<file path="src/rtl/usr_seq_ctrl.sv">
// Command sequencer for a universal shift register: steps LOAD/SHR/SHL/NOP commands through the USR.
// Optional build macro USR_SEQ_CTRL_ROTATE_EN: shift serial inputs come from usr_z, so the register rotates.
module usr_seq_ctrl #(
  parameter int WIDTH = 4,
  parameter int CNT_W = 3
) (
  input  logic             clk,
  input  logic             rst,
  input  logic             cmd_valid,
  output logic             cmd_ready,
  input  logic [1:0]       cmd_op,
  input  logic [WIDTH-1:0] cmd_data,
  input  logic [CNT_W-1:0] cmd_count,
  input  logic             cmd_fill,
  output logic [1:0]       usr_sel,
  output logic             usr_sl_r,
  output logic             usr_sl_l,
  output logic [WIDTH-1:0] usr_pi,
  input  logic [WIDTH-1:0] usr_z,
  output logic             busy,
  output logic             done,
  output logic [WIDTH-1:0] result
);

  localparam logic [1:0] OP_NOP  = 2'b00;
  localparam logic [1:0] OP_LOAD = 2'b01;
  localparam logic [1:0] OP_SHR  = 2'b10;
  localparam logic [1:0] OP_SHL  = 2'b11;

  typedef enum logic [1:0] {S_IDLE, S_LOAD, S_SHIFT, S_DONE} state_t;

  state_t           r_state, w_next;
  logic [CNT_W-1:0] r_cnt;
  logic [1:0]       r_op;
  logic [WIDTH-1:0] r_data;
  logic             r_fill;
  logic             r_done;
  logic [WIDTH-1:0] r_result;
  logic             w_accept;
  logic             w_fill_r, w_fill_l;

  assign w_accept = cmd_valid && (r_state == S_IDLE);

`ifdef USR_SEQ_CTRL_ROTATE_EN
  // Feed the bit falling off one end back into the other end.
  assign w_fill_r = usr_z[0];
  assign w_fill_l = usr_z[WIDTH-1];
`else
  assign w_fill_r = r_fill;
  assign w_fill_l = r_fill;
`endif

  always_ff @(posedge clk) begin
    if (!rst) begin
      r_state  <= S_IDLE;
      r_cnt    <= '0;
      r_op     <= OP_NOP;
      r_data   <= '0;
      r_fill   <= 1'b0;
      r_done   <= 1'b0;
      r_result <= '0;
    end else begin
      r_state <= w_next;
      r_done  <= (r_state == S_DONE);
      if (r_state == S_DONE) r_result <= usr_z;
      if (w_accept) begin
        r_op   <= cmd_op;
        r_data <= cmd_data;
        r_fill <= cmd_fill;
        r_cnt  <= cmd_count;
      end else if (r_state == S_SHIFT) begin
        r_cnt  <= r_cnt - CNT_W'(1);
      end
    end
  end

  always_comb begin
    w_next   = r_state;
    usr_sel  = 2'b00;
    usr_sl_r = 1'b0;
    usr_sl_l = 1'b0;
    case (r_state)
      S_IDLE: begin
        if (w_accept) begin
          case (cmd_op)
            OP_LOAD:        w_next = S_LOAD;
            OP_SHR, OP_SHL: w_next = (cmd_count != '0) ? S_SHIFT : S_DONE;
            default:        w_next = S_DONE;
          endcase
        end
      end
      S_LOAD: begin
        usr_sel = 2'b11;
        w_next  = S_DONE;
      end
      S_SHIFT: begin
        if (r_op == OP_SHR) begin
          usr_sel  = 2'b01;
          usr_sl_r = w_fill_r;
        end else begin
          usr_sel  = 2'b10;
          usr_sl_l = w_fill_l;
        end
        if (r_cnt == CNT_W'(1)) w_next = S_DONE;
      end
      default: w_next = S_IDLE;
    endcase
  end

  assign cmd_ready = (r_state == S_IDLE);
  assign busy      = ~cmd_ready;
  assign usr_pi    = r_data;
  assign done      = r_done;
  assign result    = r_result;

endmodule
</file>
<file path="config.mk">
export PLATFORM = sky130hd
export DESIGN_NAME = usr_seq_ctrl
export DESIGN_NICKNAME = d
export VERILOG_FILES = /design/src/rtl/usr_seq_ctrl.sv
export SDC_FILE = /design/constraint.sdc
export NUM_CORES = 1
export LEC_CHECK = 0
export ABC_AREA = 1
export CORE_AREA = 2 2 45 47
export CTS_BUF_LIST = sky130_fd_sc_hd__clkbuf_2
export DETAILED_ROUTE_END_ITERATION = 16
export DIE_AREA = 0 0 47 49
export PLACE_DENSITY_LB_ADDON = 0.25
export SYNTH_ARGS = -nofsm -noshare
export SYNTH_HDL_FRONTEND = slang
export SYNTH_SLANG_ARGS = --single-unit
</file>
<file path="constraint.sdc">
create_clock -name clk -period 3.2 [get_ports clk]
set_input_delay 0.64 -clock clk [delete_from_list [all_inputs] [get_ports clk]]
set_output_delay 0.64 -clock clk [all_outputs]
set_load 0.01 [all_outputs]
</file>
==> results.md <==
- Gr usage total: 0.171
- Maximum VDD drop: between 0.3 and 0.4 mV
- R2R depth: 8
- Crit end category: primary output
- Avg Inst Size Synth: ~7.1 sq um
- Startpoint types: register
- Inst Count DP: 169
- Max-capacitance violation count: 0
- CTS tree: done
- Fmax: 407 MHz
- Worst r2r src: r_state[0]
- Num rows: 16
- Share of layout cells above drive strength 1: 0.0479
- Worst-path maximum fanout: 7
- Congestion Overflow GR: 0
- Leakage: around 0.5 nW
- Initial Utilization: 0.434
- Hold Path Class: register to register
- Antenna cells: 0
- Final Hold Fails: 0
- Die Y: 49 um
- Worst-path clk slew: roughly 0.16 ns
- Hold depth: 2
- CTS Hold Buffers Added: 0
- Largest net degree at the start of global routing: 17
- Worst r2r dst: r_cnt[1]
- Skew-Pair Late Insertion Delay: 0.29 ns
- IO Count: 32
- Crit path DAT: about 1.8 ns
- Synth warn: 0
- Critical Path RT: 2.56 ns
- H-tree levels: 1
- Hold EP: usr_pi[2]
- Vias/cell: 4.50
- Setup Viol. Count Final: 0
- Max-Slew Margin vs Limit: 0.683
- Final Max Tran Viols: 0
- Vias in the first global route: 722
- Post-CTS Resized: 0
- Global-route wire length before repair: ~2.9 mm
- Area of the mapped netlist: 800 sq um
- RSZ-0062 raised after global routing: false
- Gpl congestion: 0.794
- Count of cell types in the netlist: 15
- Fin cells: approximately 170
- Clk sink count: 17
- Min Tclk post-route: between 2 and 2.5 ns
- # DRC: 0
- Hold Startpoint: usr_pi[2]
- Dpl hpwl: 1.26 mm
- Worst path top cell family by delay: buffers and inverters
- Final Skew: 0.0132 ns
- Antenna Nets Post-Route: 0
- Routed WL: roughly 1.6 mm
- Sequential area share after synthesis: 0.426
- Post-CTS Setup Bufs: 0
- Crit-path slowest cell: clkdlybuf4s50_1
- Drt wl/cell: between 9 and 10 um
- CTS Buf Count: 3
- Buffers & Inverters on Critical Path: 2
- Die width: 47 um
- FILL cells: 179
- Core area: 0.00184 sq mm
- Worst-path cell chain: inv_1 > ha_1 > nand3_1 > a21oi_1 > clkdlybuf4s50_1
- Setup_tns: 0 ns
- Routed vias: 778
- Initial DRC count: 13
- PortBufs: 31
- Cells after Synth: 113
- Tcrit/Tclk final: 0.768
- Net Count, Synth: between 100 and 150
- #FFs+latches synth: 17
- Initial antenna violation count: 0
- Worst Path Class, Setup: register to primary output
- Outcome: finished, final reports clean
- Die Area: 0.00230 sq mm
- Slew @ Worst Pin: 0.475 ns
- Max clock buf depth: 2
- DR pass1 iterations: 6
- Synth-to-Final Area Change: 44.4%
- Cell at the root of the clock tree: clkbuf_2
- Final nets: 170
- R2r setup slk: 1.54 ns
- CP max stage delay: around 0.55 ns
- PD cells: 663 mW/mm^2
## sequential cells by signal, summed over array words and instances, names as in the netlist
name	flops
r_cnt	3
usr_pi	4
r_fill	1
r_op	2
done	1
result	4
r_state	2
## how the worst max path moves through the flow
stage | end | slack [ns] | start | cells past startpoint
6_report | usr_sel[0] | 0.74 | r_state[0] | 5
3_3_place_gp | usr_sel[0] | 1.12 | r_state[0] | 5
5_1_grt | usr_sel[0] | 0.56 | r_state[0] | 5
2_1_floorplan | usr_sel[0] | 1.60 | r_state[0] | 4
4_1_cts | usr_sel[0] | 0.73 | r_state[0] | 5
3_5_place_dp | usr_sel[0] | 1.07 | r_state[0] | 5
## cell usage after synthesis (all sizes together)
cell   count  area [sq um]
nand2     18          70.1
nor2      22          82.6
a21oi      7          35.0
or2        1          6.26
ha         6          75.1
nand3      1          5.00
nor3       2          10.0
inv       18          67.6
dfxtp     17           340
o21ai     18          90.1
xor2       1          8.76
buf        2          8.75
## per-stage QoR
step / cell area, sq um / total power (W) / utilization / setup slack, ns / hold WS, ns
after global routing: 1150 / 0.000847 / 0.627 / 0.562 / 0.528
after detailed placement: 1130 / 0.000675 / 0.616 / 1.07 / 0.477
after CTS: 1150 / 0.000774 / 0.627 / 0.726 / 0.503
after floorplan: 800 / 0.000524 / - / 1.60 / 0.448
after global placement: 1130 / 0.000672 / 0.616 / 1.12 / 0.463
final: 1150 / 0.000765 / 0.627 / 0.742 / 0.499
## layer usage
| metal | part of all wire | track usage |
|---|---|---|
| met5 | 0 | 0 |
| met4 | 0.021 | 0.0833 |
| met3 | 0.058 | 0.0407 |
| met1 | 0.46 | 0.233 |
| met2 | 0.46 | 0.247 |
## worst register-to-register path, stage by stage, from the launching register on
cell and delay, ns:
dfxtp_1 0.41, inv_1 0.08, ha_1 0.26, nand2_1 0.32, inv_2 0.16, nand2_1 0.09
o21ai_0 0.07, o21ai_0 0.14, inv_1 0.05
## layout by cell type (no fill, tap or decap)
master           synthesis  final
nand3_1                  1      1
dfxtp_1                 17     17
inv_1                   16     16
ha_1                     6      6
clkbuf_2                 0      4
nand2_2                  1      1
o21ai_0                 18     18
clkdlybuf4s50_1          0     31
inv_2                    2      2
a21oi_1                  7      7
nand2_1                 17     17
nor3_1                   2      2
nor2_1                  22     22
or2_0                    1      1
xor2_1                   1      1
## logic make-up after synthesis
logic type | share of synthesized area
AND/OR/NAND/NOR | 0.218
AO/OA/AOI/OAI | 0.156
buffers and inverters | 0.0955
flip-flops | 0.426
adder cells (fa/ha/maj) | 0.0939
XOR/XNOR | 0.0110
## layout make-up
class / count / area (sq um) / share of cell area
clock buffer: 4 / 20.0 / 0.0173
inverter: 18 / 67.6 / 0.0585
multi-input combinational: 76 / 383 / 0.332
sequential: 17 / 340 / 0.295
tap: 27 / 33.8 / 0.0293
timing repair buffer: 31 / 310 / 0.269
## power breakdown
group          switching [W]  leakage (nW)  total [W]  internal, W
Sequential         0.0000334         0.140   0.000306     0.000273
Clock              0.0000628        0.0166  0.0000960    0.0000331
Combinational       0.000188         0.358   0.000363     0.000175
No activity file was read; power rests on OpenSTA's default activity.
